==> src/rtl/lsu_pkg.sv <==
// Shared constants, state encoding and decode helpers for the load/store controller.
// Build option: LSU_MISALIGN_TRAP_EN selects trap-on-misalign versus forced alignment.
package lsu_pkg;

    localparam logic [2:0] F3_B  = 3'b000;
    localparam logic [2:0] F3_H  = 3'b001;
    localparam logic [2:0] F3_W  = 3'b010;
    localparam logic [2:0] F3_BU = 3'b100;
    localparam logic [2:0] F3_HU = 3'b101;

    typedef enum logic [1:0] {
        IDLE = 2'd0,
        RD   = 2'd1,
        WR   = 2'd2,
        DONE = 2'd3
    } lsu_state_e;

    // Stores only come in signed-width flavours; loads add the unsigned B/H variants.
    function automatic logic f3Legal(input logic isStore, input logic [2:0] f3);
        logic ok;
        ok = 1'b0;
        if (isStore) begin
            ok = (f3 == F3_B) || (f3 == F3_H) || (f3 == F3_W);
        end else begin
            ok = (f3 == F3_B) || (f3 == F3_H) || (f3 == F3_W) ||
                 (f3 == F3_BU) || (f3 == F3_HU);
        end
        return ok;
    endfunction

    function automatic logic f3Misaligned(input logic [2:0] f3, input logic [1:0] lo);
        logic bad;
        bad = 1'b0;
        case (f3[1:0])
            2'b01:   bad = lo[0];
            2'b10:   bad = (lo != 2'b00);
            default: bad = 1'b0;
        endcase
        return bad;
    endfunction

    function automatic logic [1:0] f3AlignLo(input logic [2:0] f3, input logic [1:0] lo);
        logic [1:0] res;
        res = lo;
        case (f3[1:0])
            2'b01:   res = {lo[1], 1'b0};
            2'b10:   res = 2'b00;
            default: res = lo;
        endcase
        return res;
    endfunction

endpackage

==> src/rtl/lsu_align.sv <==
// Byte/half lane steering: extends load data from a word and merges store data into a word.
module lsu_align
    import lsu_pkg::*;
(
    input  logic [2:0]  i_funct3,
    input  logic [1:0]  i_addrLo,
    input  logic [31:0] i_word,
    input  logic [31:0] i_wdata,
    output logic [31:0] o_loadData,
    output logic [31:0] o_storeData
);

    logic [7:0]  w_byte;
    logic [15:0] w_half;

    assign w_byte = i_word[{i_addrLo, 3'b000} +: 8];
    assign w_half = i_word[{i_addrLo[1], 4'b0000} +: 16];

    always_comb begin
        o_loadData = 32'd0;
        case (i_funct3)
            F3_B:    o_loadData = {{24{w_byte[7]}}, w_byte};
            F3_BU:   o_loadData = {24'd0, w_byte};
            F3_H:    o_loadData = {{16{w_half[15]}}, w_half};
            F3_HU:   o_loadData = {16'd0, w_half};
            F3_W:    o_loadData = i_word;
            default: o_loadData = 32'd0;
        endcase
    end

    // Sub-word stores keep the untouched lanes of the word read back from memory.
    always_comb begin
        o_storeData = i_word;
        case (i_funct3[1:0])
            2'b00:   o_storeData[{i_addrLo, 3'b000} +: 8] = i_wdata[7:0];
            2'b01:   o_storeData[{i_addrLo[1], 4'b0000} +: 16] = i_wdata[15:0];
            2'b10:   o_storeData = i_wdata;
            default: o_storeData = i_word;
        endcase
    end

endmodule

==> src/rtl/lsu_rmw_ctrl.sv <==
// Load/store controller for a word-only data memory: sub-word loads, RMW sub-word stores, stalls.
// Build option: define LSU_MISALIGN_TRAP_EN to trap misaligned accesses instead of force-aligning them.
module lsu_rmw_ctrl
    import lsu_pkg::*;
#(
    parameter int ADDR_W = 9,
    parameter int DATA_W = 32
) (
    input  logic              clk,
    input  logic              rst_n,
    input  logic              req_valid,
    input  logic              req_we,
    input  logic [2:0]        req_funct3,
    input  logic [31:0]       req_addr,
    input  logic [DATA_W-1:0] req_wdata,
    output logic              stall,
    output logic [DATA_W-1:0] load_data,
    output logic              access_err,
    output logic              mem_read,
    output logic              mem_write,
    output logic [ADDR_W-1:0] mem_addr,
    output logic [DATA_W-1:0] mem_wdata,
    input  logic [DATA_W-1:0] mem_rdata
);

    lsu_state_e        r_state;
    lsu_state_e        w_nextState;
    logic [ADDR_W-1:0] r_addr;
    logic              r_we;
    logic [2:0]        r_funct3;
    logic [DATA_W-1:0] r_wdata;
    logic              r_err;
    logic [DATA_W-1:0] r_rdata;

    logic [ADDR_W-1:0] w_reqAddr;
    logic [ADDR_W-1:0] w_capAddr;
    logic              w_err;
    logic              w_capture;
    logic [DATA_W-1:0] w_loadWord;
    logic [DATA_W-1:0] w_storeWord;
    logic              w_unusedAddrHi;

    assign w_reqAddr      = req_addr[ADDR_W-1:0];
    assign w_unusedAddrHi = ^req_addr[31:ADDR_W];

    always_comb begin
        w_err     = 1'b0;
        w_capAddr = w_reqAddr;
`ifdef LSU_MISALIGN_TRAP_EN
        w_err     = !f3Legal(req_we, req_funct3) ||
                    f3Misaligned(req_funct3, w_reqAddr[1:0]);
        w_capAddr = w_reqAddr;
`else
        w_err     = !f3Legal(req_we, req_funct3);
        w_capAddr = {w_reqAddr[ADDR_W-1:2], f3AlignLo(req_funct3, w_reqAddr[1:0])};
`endif
    end

    always_ff @(posedge clk or negedge rst_n) begin
        if (!rst_n) begin
            r_state <= IDLE;
        end else begin
            r_state <= w_nextState;
        end
    end

    // Full-word stores skip the read; sub-word stores read first so lanes can be merged.
    always_comb begin
        w_nextState = r_state;
        w_capture   = 1'b0;
        case (r_state)
            IDLE: begin
                if (req_valid) begin
                    w_capture = 1'b1;
                    if (w_err) begin
                        w_nextState = DONE;
                    end else if (req_we && (req_funct3 == F3_W)) begin
                        w_nextState = WR;
                    end else begin
                        w_nextState = RD;
                    end
                end
            end
            RD:      w_nextState = r_we ? WR : DONE;
            WR:      w_nextState = DONE;
            DONE:    w_nextState = IDLE;
            default: w_nextState = IDLE;
        endcase
    end

    always_ff @(posedge clk or negedge rst_n) begin
        if (!rst_n) begin
            r_addr   <= '0;
            r_we     <= 1'b0;
            r_funct3 <= 3'd0;
            r_wdata  <= '0;
            r_err    <= 1'b0;
            r_rdata  <= '0;
        end else begin
            if (w_capture) begin
                r_addr   <= w_capAddr;
                r_we     <= req_we;
                r_funct3 <= req_funct3;
                r_wdata  <= req_wdata;
                r_err    <= w_err;
            end
            if (r_state == RD) begin
                r_rdata <= mem_rdata;
            end
        end
    end

    lsu_align u_align (
        .i_funct3    (r_funct3),
        .i_addrLo    (r_addr[1:0]),
        .i_word      (r_rdata),
        .i_wdata     (r_wdata),
        .o_loadData  (w_loadWord),
        .o_storeData (w_storeWord)
    );

    // Memory strobes decode straight from state so an async reset kills a pending write at once.
    always_comb begin
        mem_read   = (r_state == RD);
        mem_write  = (r_state == WR);
        mem_addr   = (mem_read || mem_write) ? {r_addr[ADDR_W-1:2], 2'b00} : '0;
        mem_wdata  = mem_write ? w_storeWord : '0;
        stall      = req_valid && (r_state != DONE);
        access_err = (r_state == DONE) && r_err;
        load_data  = ((r_state == DONE) && !r_we && !r_err) ? w_loadWord : '0;
    end

endmodule

==> config.mk <==
export PLATFORM = sky130hd
export DESIGN_NAME = lsu_rmw_ctrl
export DESIGN_NICKNAME = d
export VERILOG_FILES = /design/src/rtl/lsu_pkg.sv /design/src/rtl/lsu_align.sv /design/src/rtl/lsu_rmw_ctrl.sv
export SDC_FILE = /design/constraint.sdc
export NUM_CORES = 1
export LEC_CHECK = 0
export CORE_ASPECT_RATIO = 1.4
export CORE_MARGIN = 5
export CORE_UTILIZATION = 44
export CTS_CLUSTER_DIAMETER = 200
export CTS_CLUSTER_SIZE = 40
export DETAILED_ROUTE_END_ITERATION = 7
export PLACE_DENSITY = 0.78
export SYNTH_ARGS = -nofsm -noshare
export SYNTH_HDL_FRONTEND = slang
export SYNTH_HIERARCHICAL = 1
export SYNTH_SLANG_ARGS = --single-unit
export TNS_END_PERCENT = 20
==> constraint.sdc <==
create_clock -name clk -period 3 [get_ports clk]
set_input_delay 0.6 -clock clk [delete_from_list [all_inputs] [get_ports clk]]
set_output_delay 0.6 -clock clk [all_outputs]
set_load 0.02 [all_outputs]
==> results of run 1 <==
-- metrics by stage --
step | TNS (ns) | setup slack, ns
2_1_floorplan | 0 | 0.0143
3_3_place_gp | 0 | 0.0490
3_5_place_dp | -0.0111 | -0.0111
4_1_cts | -0.709 | -0.186
5_1_grt | -0.485 | -0.0891
6_report | 0 | 0.00354
-- routing by layer --
layer | track usage, % | wire, microns | part of all wire, % | vias to the layer above
li1 | - | - | - | 2572
met1 | 29.5 | 7330 | 37 | 2649
met2 | 41.1 | 10100 | 52 | 282
met5 | 0 | 20 | 0.10 | -
met4 | 10.6 | 709 | 3.6 | 2
met3 | 3.39 | 1450 | 7.4 | 52
-- registers in the layout, summed over array words and instances, names as in the netlist --
register / flops
r_addr: 9
r_err: 1
r_funct3: 3
r_rdata: 32
r_state: 2
r_wdata: 32
r_we: 1
-- kinds of logic (layout without fill, tap and decap cells) --
logic type,after synthesis,after routing
muxes,106,106
DFF,80,80
AOI/OAI and AO/OA,137,137
buffers and inverters,63,221
adders and majority gates,13,13
other,1,2
and+or+nand+nor,208,208
-- repair_timing --
item                                    in CTS  in global routing
gates cloned                                 0                  0
endpoints found under the setup margin      64                 46
setup buffers                                4                  1
pin swaps                                    1                  2
gates resized for setup                    105                 67
-- power groups by stage --
stage | Combinational, mW | Sequential (mW) | Clock [mW]
after floorplan | 4.32 | 2.04 | 0
after CTS | 6.16 | 2.39 | 1.20
final | 6.22 | 2.42 | 1.16
after global placement | 5.97 | 2.38 | 0
after global routing | 6.67 | 2.49 | 1.24
after detailed placement | 6.13 | 2.41 | 0
-- synth_stat cells, types with 2 or more instances --
library cell,n
mux2i_1,5
a22oi_1,8
or2_2,2
a21oi_1,17
clkbuf_1,15
nor3_1,2
o221ai_1,24
o21a_1,3
o211ai_1,2
or3b_2,2
and3b_1,9
buf_4,6
a311oi_1,17
nor3b_1,13
a22o_1,8
nand2_1,46
nor3b_2,2
a32oi_1,2
o21ai_0,11
a211o_1,3
clkbuf_2,3
buf_2,23
ha_1,13
dfrtp_1,80
buf_1,3
nor2b_1,34
nand4_1,2
and2_1,74
nor2_1,12
nand2b_1,4
a221o_1,9
a41oi_1,22
inv_1,8
buf_6,5
mux2_2,100
-- worst paths after layout --
| check | start | to | slack (ns) | depth (start not counted) |
|---|---|---|---|---|
| min reg2reg | r_addr[6]$_DFFE_PN0P_ | r_addr[6]$_DFFE_PN0P_ | 0.50 | 1 |
| max reg2reg | r_state[1]$_DFFE_PN0P_ | r_state[0]$_DFFE_PN0P_ | 1.30 | 6 |
| max | r_addr[1]$_DFFE_PN0P_ | load_data[6] | 0.004 | 8 |
| min | rst_n | r_wdata[12]$_DFFE_PN0P_ | 0.29 | 1 |
| min in group clk | r_addr[6]$_DFFE_PN0P_ | r_addr[6]$_DFFE_PN0P_ | 0.50 | 1 |
| max in group asynchronous | rst_n | r_rdata[4]$_DFFE_PN0P_ | 2.11 | 2 |
-- area by class of cell --
type	count	share of cell area, %
multi-input cells	466	46.4
clock inverters	5	1.00
repair buffers	197	21.7
flip-flops and latches	80	24.8
well taps	182	2.81
clock buffers	11	2.87
inverters	8	0.371
-- cell usage in the layout, fill, tap and decap left out, types with 6 or more instances in the layout --
master	instances
ha_1	12
nand2_1	46
a22oi_1	8
and3b_1	9
dfrtp_1	78
mux2_2	100
a22o_1	8
buf_12	6
buf_2	10
a221o_1	9
clkdlybuf4s50_1	90
a21oi_1	17
clkbuf_16	9
nor2_1	11
nor2b_1	34
o21ai_0	11
and2_2	9
buf_4	38
a311oi_1	17
dlygate4sd2_1	18
clkbuf_2	23
o221ai_1	21
and2_1	65
a41oi_1	22
inv_1	8
nor3b_1	11
==> summary.md, run 1 <==
| Metric | Value |
|---|---|
| Syn avg cell area | 9.89 sq um |
| Nets@finish | 878 |
| Worst-case clock skew | 0.00520 ns |
| Period minus WS final | 3.00 ns |
| Compound-Gate Fraction of Synth Area | 18.2% |
| Chip height | 148 microns |
| Vias in the first global route | 5,537 |
| Placed insts | 928 |
| Async set-reset flop share out of synthesis | 100% |
| Combinational cell fraction of total power | 63.5% |
| Max Slew Vio Count | 0 |
| Critical path required time | 2.40 ns |
| Crit. End Element | output port |
| Net Sw Frac | 44.4% |
| Largest net degree at the start of global routing | 52 |
| Longest Clk Path Bufs | 2 |
| Yosys warnings | 6 |
| Num CTS Buffers | 9 |
| Starting Density | 44.9% |
| Final setup violation count | 0 |
| DRT antenna net count | 0 |
| Layout fillers | 1,179 |
| Sequential fraction of the synthesis area | 33.3% |
| Vias per cell | 5.86 |
| Yosys cell types | 54 |
| Via count | 5,557 |
| Net Sw Power | 4.36 mW |
| CTS tree | built |
| Crit-path leading delay family | buffers and inverters |
| Storage element area | 2000 sq um |
| Slew headroom | 58.2% |
| Die X | 109 microns |
| Layout cells sized above 1 | 29.6% |
| Internal cell power | 5.45 mW |
| Slowest CP cell | mux2_2 |
| RSZ-0062 raised after global routing | yes |
| Final design utilization | 60.5% |
| Total power | 9.81 mW |
| Global-route wire length before repair | 29,900 microns |
| Startpoint Class | flip-flop |
| DRC viols | 0 |
| Xor and xnor fraction of the mapped netlist area | 0% |
| Worst path max stage delay | 0.39 ns |
| Worst-path maximum fanout | 29 |
| Clock tree sinks | 80 |
| Synth Flop Type | dfrtp_1 |
| Cell type with the largest total area after synthesis | dfrtp_1 |
| Fmax | 334 MHz |
| Most frequent cell on the critical path | buf_12 |
| Gate Count Post-Synth | 608 |
| Period utilization | 99.9% |
| Post-synth EDFFs | 0 |
| # IOs | 180 |
| Worst hold path type | in2async |
| VDD IR max | 0.000796 V |
| Multi-input gate area | 3760 sq um |
| Insertion delay to the later sink of the worst-skew pair | 0.34 ns |
| Largest family of logic cells by synthesized area | simple AND/OR/NAND/NOR gates |
| Clock network fraction of total power | 11.9% |
| Mux contribution to synthesized area | 19.9% |
| DR WL/cell | 20.7 microns |
| Cell Chain, Critical Path | buf_4, buf_12, buf_12, mux2_2, nor2b_1, a221o_1, and2_1, dlygate4sd2_1 |
| Ant diodes | 0 |
| DR iter-0 viols | 467 |
| Synth Area in Simple Gates | 20.4% |
| All-Layer GR Usage | 23.9% |
| Static leakage | 3.49 nW |
| CP bufs+invs | 4 |
| Global route overflow | 0 |
| Core box area | 13,400 sq um |
| Initial antenna violation count | 1 |
| Crit Path Category | reg2out |
| Cts hold-fix bufs | 0 |
| Synth top area share | 33.3% |
| Final hold violations | 0 |
| Placed Area | 7850 sq um |
| WL final | 19,600 microns |
| GPL Wtd Cong | 0.871 |
| Finished Layout Cells | 949 |
| Adder-Cell Fraction of Synth Area | 2.70% |
| DR pass1 iterations | 6 |
| Synth Cell Area | 6010 sq um |
| Largest cells by area after synthesis | dfrtp_1 33%, mux2_2 19%, and2_1 7.7%, nor2b_1 3.5%, o221ai_1 3.5% |
| Area growth syn-to-layout | 34.6% |
| CP arrival | 2.40 ns |
| Die footprint | 16,100 sq um |
| Final HPWL DP | 14,500 microns |
| Sequential Power Share | 24.7% |
| Cell area power density | 1210 nW/um^2 |
| H-tree levels | 3 |
| Max-cap viol count | 0 |
| Root Driver | clkbuf_16 |
| Clk slew on worst S/H paths | 0.06 ns |
| Post-route cell area | 8100 sq um |
| WHS | 0.287 ns |
| Status | complete, no violations |
| Row count | 50 |
| I/O Buffers | 154 |
| Flops & latches, synth | 80 |
| Worst slew pin tran | 0.627 ns |
No activity file was read; power rests on OpenSTA's default activity.
==> run 2: changes to the inputs <==
- ABC_AREA: not set -> 1
- CTS_CLUSTER_SIZE: 40 -> not set
- PLACE_DENSITY: 0.78 -> 0.77
==> run 2 against run 1 <==
  * Sequential share of layout area down 0.70 points
  * Hold slack got worse by 0.13 ns
  * Die area is 5.5% higher
  * Combinational power down 3%
  * Clock skew increased by 0.0015 ns
  * Clock power fell by 7%
  * Fmax up 1.5%
  * Non-clock buffer count fell by 17
  * First-iteration DRC count is 8.1% lower
  * Final cell count rose by 41%
  * Highest routed layer is now met4
==> summary.md, run 2 <==
| Metric | Value |
|---|---|
| DR pass1 iterations | 6 |
| Cts hold-fix bufs | 0 |
| Status | complete, no violations |
| RSZ-0062 raised after global routing | yes |
| Net Sw Frac | 51.5% |
| Die X | 112 microns |
| Global route overflow | 0 |
| Slew headroom | 54.4% |
| Worst-path maximum fanout | 59 |
| Max Slew Vio Count | 0 |
| Nets@finish | 1,262 |
| Ant diodes | 0 |
| Clock tree sinks | 80 |
| Initial antenna violation count | 0 |
| WHS | 0.160 ns |
| All-Layer GR Usage | 23.7% |
| Largest net degree at the start of global routing | 60 |
| Async set-reset flop share out of synthesis | 100% |
| Final hold violations | 0 |
| Layout cells sized above 1 | 9.12% |
| Vias in the first global route | 6,200 |
| Most frequent cells in the layout | 395 x nand2_1, 140 x inv_1, 101 x nor2_1 |
| # IOs | 180 |
| Yosys cell types | 27 |
| Yosys warnings | 6 |
| CP arrival | 2.35 ns |
| Worst path max stage delay | 0.62 ns |
| Crit Path Category | reg2out |
| Internal cell power | 4.55 mW |
| Synth Cell Area | 6370 sq um |
| Combinational cell fraction of total power | 64.6% |
| I/O Buffers | 154 |
| Synth top area share | 31.4% |
| DR iter-0 viols | 429 |
| Flops & latches, synth | 80 |
| Clock network fraction of total power | 11.5% |
| H-tree levels | 3 |
| CP bufs+invs | 3 |
| GPL Wtd Cong | 0.959 |
| WL final | 20,900 microns |
| VDD IR max | 0.000700 V |
| Row count | 52 |
| Slowest CP cell | clkdlybuf4s50_1 |
| Longest Clk Path Bufs | 2 |
| Crit. End Element | output port |
| Commonest non-fill, non-tap cell in the layout | nand2_1 |
| Net Sw Power | 4.83 mW |
| Insertion delay to the later sink of the worst-skew pair | 0.35 ns |
| Largest regs | r_rdata (32), r_wdata (32), r_addr (9) |
| Core box area | 14,300 sq um |
| Fmax | 339 MHz |
| Area growth syn-to-layout | 30.8% |
| Critical path required time | 2.40 ns |
| Final HPWL DP | 16,100 microns |
| Final setup violation count | 0 |
| Sequential Power Share | 23.8% |
| Cell area power density | 1120 nW/um^2 |
| Vias per cell | 4.94 |
| Startpoint Class | flip-flop |
| Most common cell in the synthesized netlist | nand2_1 |
| Worst hold path type | in2async |
| DRT antenna net count | 0 |
| Die footprint | 17,000 sq um |
| DR WL/cell | 15.6 microns |
| Cell type with the largest total area after synthesis | dfrtp_1 |
| DRC viols | 0 |
| Placed Area | 8010 sq um |
| Period utilization | 98.4% |
| Via count | 6,614 |
| Synth Flop Type | dfrtp_1 |
| Crit-path leading delay family | buffers and inverters |
| Layout fillers | 1,449 |
| Max-cap viol count | 0 |
| Worst slew pin tran | 0.683 ns |
| Clk slew on worst S/H paths | 0.07 ns |
| Gate Count Post-Synth | 1,010 |
| Worst-case clock skew | 0.00673 ns |
| CTS tree | built |
| Syn avg cell area | 6.31 sq um |
| Most common library cells after synthesis | 396 x nand2_1, 142 x inv_1, 111 x nor2_1 |
| Post-route cell area | 8340 sq um |
| Sequential fraction of the synthesis area | 31.4% |
| Starting Density | 44.5% |
| Root Driver | clkbuf_16 |
| Global-route wire length before repair | 32,500 microns |
| Post-synth EDFFs | 0 |
| Static leakage | 4.77 nW |
| Chip height | 152 microns |
| Num CTS Buffers | 9 |
| Cell Chain, Critical Path | buf_12, o21ai_0, nand2_1, nand3_1, inv_1, nor2_1, clkdlybuf4s50_1 |
| Period minus WS final | 2.95 ns |
| Largest cells by area after synthesis | dfrtp_1 31%, nand2_1 23%, inv_1 8.4%, mux2_4 7.1%, nor2_1 6.5% |
## run 2: changes by cell type after synthesis, sizes merged, moves of 12 or more
cell,delta
nand3,+62
a21oi,+22
a41oi,-22
nor3b,-16
nand2,+352
nor2,+101
buf,+12
nor2b,-34
inv,+138
o221ai,-24
mux2,-68
and2,-73
a311oi,-17
o21ai,+43
## run 2: area by class of cell
| class | count | area [sq um] | share of cell area, % |
|---|---|---|---|
| clock buffers | 9 | 225 | 2.70 |
| repair buffers | 180 | 1750 | 21.0 |
| well taps | 189 | 236 | 2.84 |
| multi-input cells | 729 | 3510 | 42.1 |
| flip-flops and latches | 80 | 2010 | 24.1 |
| inverters | 146 | 553 | 6.63 |
| clock inverters | 7 | 60.1 | 0.721 |
## run 2: timing repair
item	4_1_cts	5_1_grt
cloned	0	0
gates resized for setup	51	36
setup endpoints to repair	63	29
setup buffers	0	0
## run 2: power by group through the flow
| stage | Sequential, mW | Combinational, mW | Clock [mW] |
|---|---|---|---|
| detailed placement | 2.23 | 6.09 | 0 |
| global route | 2.30 | 6.71 | 1.13 |
| finish | 2.23 | 6.06 | 1.08 |
| floorplan | 1.95 | 4.34 | 0 |
| CTS | 2.22 | 6.04 | 1.10 |
| global placement | 2.21 | 6.02 | 0 |
## run 2: metal layers
layer | global-route usage (%) | part of all wire, % | vias to the layer above
met2 | 41.9 | 50 | 274
met3 | 2.82 | 6.6 | 40
met5 | 0 | 0 | -
met1 | 29.1 | 40 | 2963
met4 | 9.51 | 3.4 | 0
li1 | - | - | 3337
## run 2: logic make-up after synthesis
kind of cell,after synthesis,share of synthesized area [%]
buf+inv,202,14.4
other cells,1,0.0588
simple gates,578,35.6
compound gates,104,8.52
fa+ha+maj,13,2.55
mux,32,7.42
flops,80,31.4
## run 2: metrics by stage
step                util [%]  power [mW]  instances  setup TNS [ns]  setup WS, ns
finish                  58.2        9.38       1340               0        0.0472
global route            58.2        10.1       1340         -0.0787       -0.0392
CTS                     57.7        9.36       1340           -1.22        -0.122
detailed placement      55.9        8.31       1324               0        0.0975
global placement        55.9        8.23       1324               0         0.125
floorplan                  -        6.29       1011               0         0.519
## run 2: worst paths after layout
check	start	cells past startpoint	slack, ns	endpoint
setup / recovery	r_addr[1]$_DFFE_PN0P_	7	0.05	load_data[4]
max in group asynchronous	rst_n	2	2.22	r_rdata[28]$_DFFE_PN0P_
hold reg to reg	r_addr[2]$_DFFE_PN0P_	2	0.48	r_addr[2]$_DFFE_PN0P_
hold / removal	rst_n	1	0.16	r_rdata[0]$_DFFE_PN0P_
setup reg to reg	r_state[1]$_DFFE_PN0P_	4	1.25	r_rdata[31]$_DFFE_PN0P_
min in group clk	r_addr[2]$_DFFE_PN0P_	2	0.48	r_addr[2]$_DFFE_PN0P_
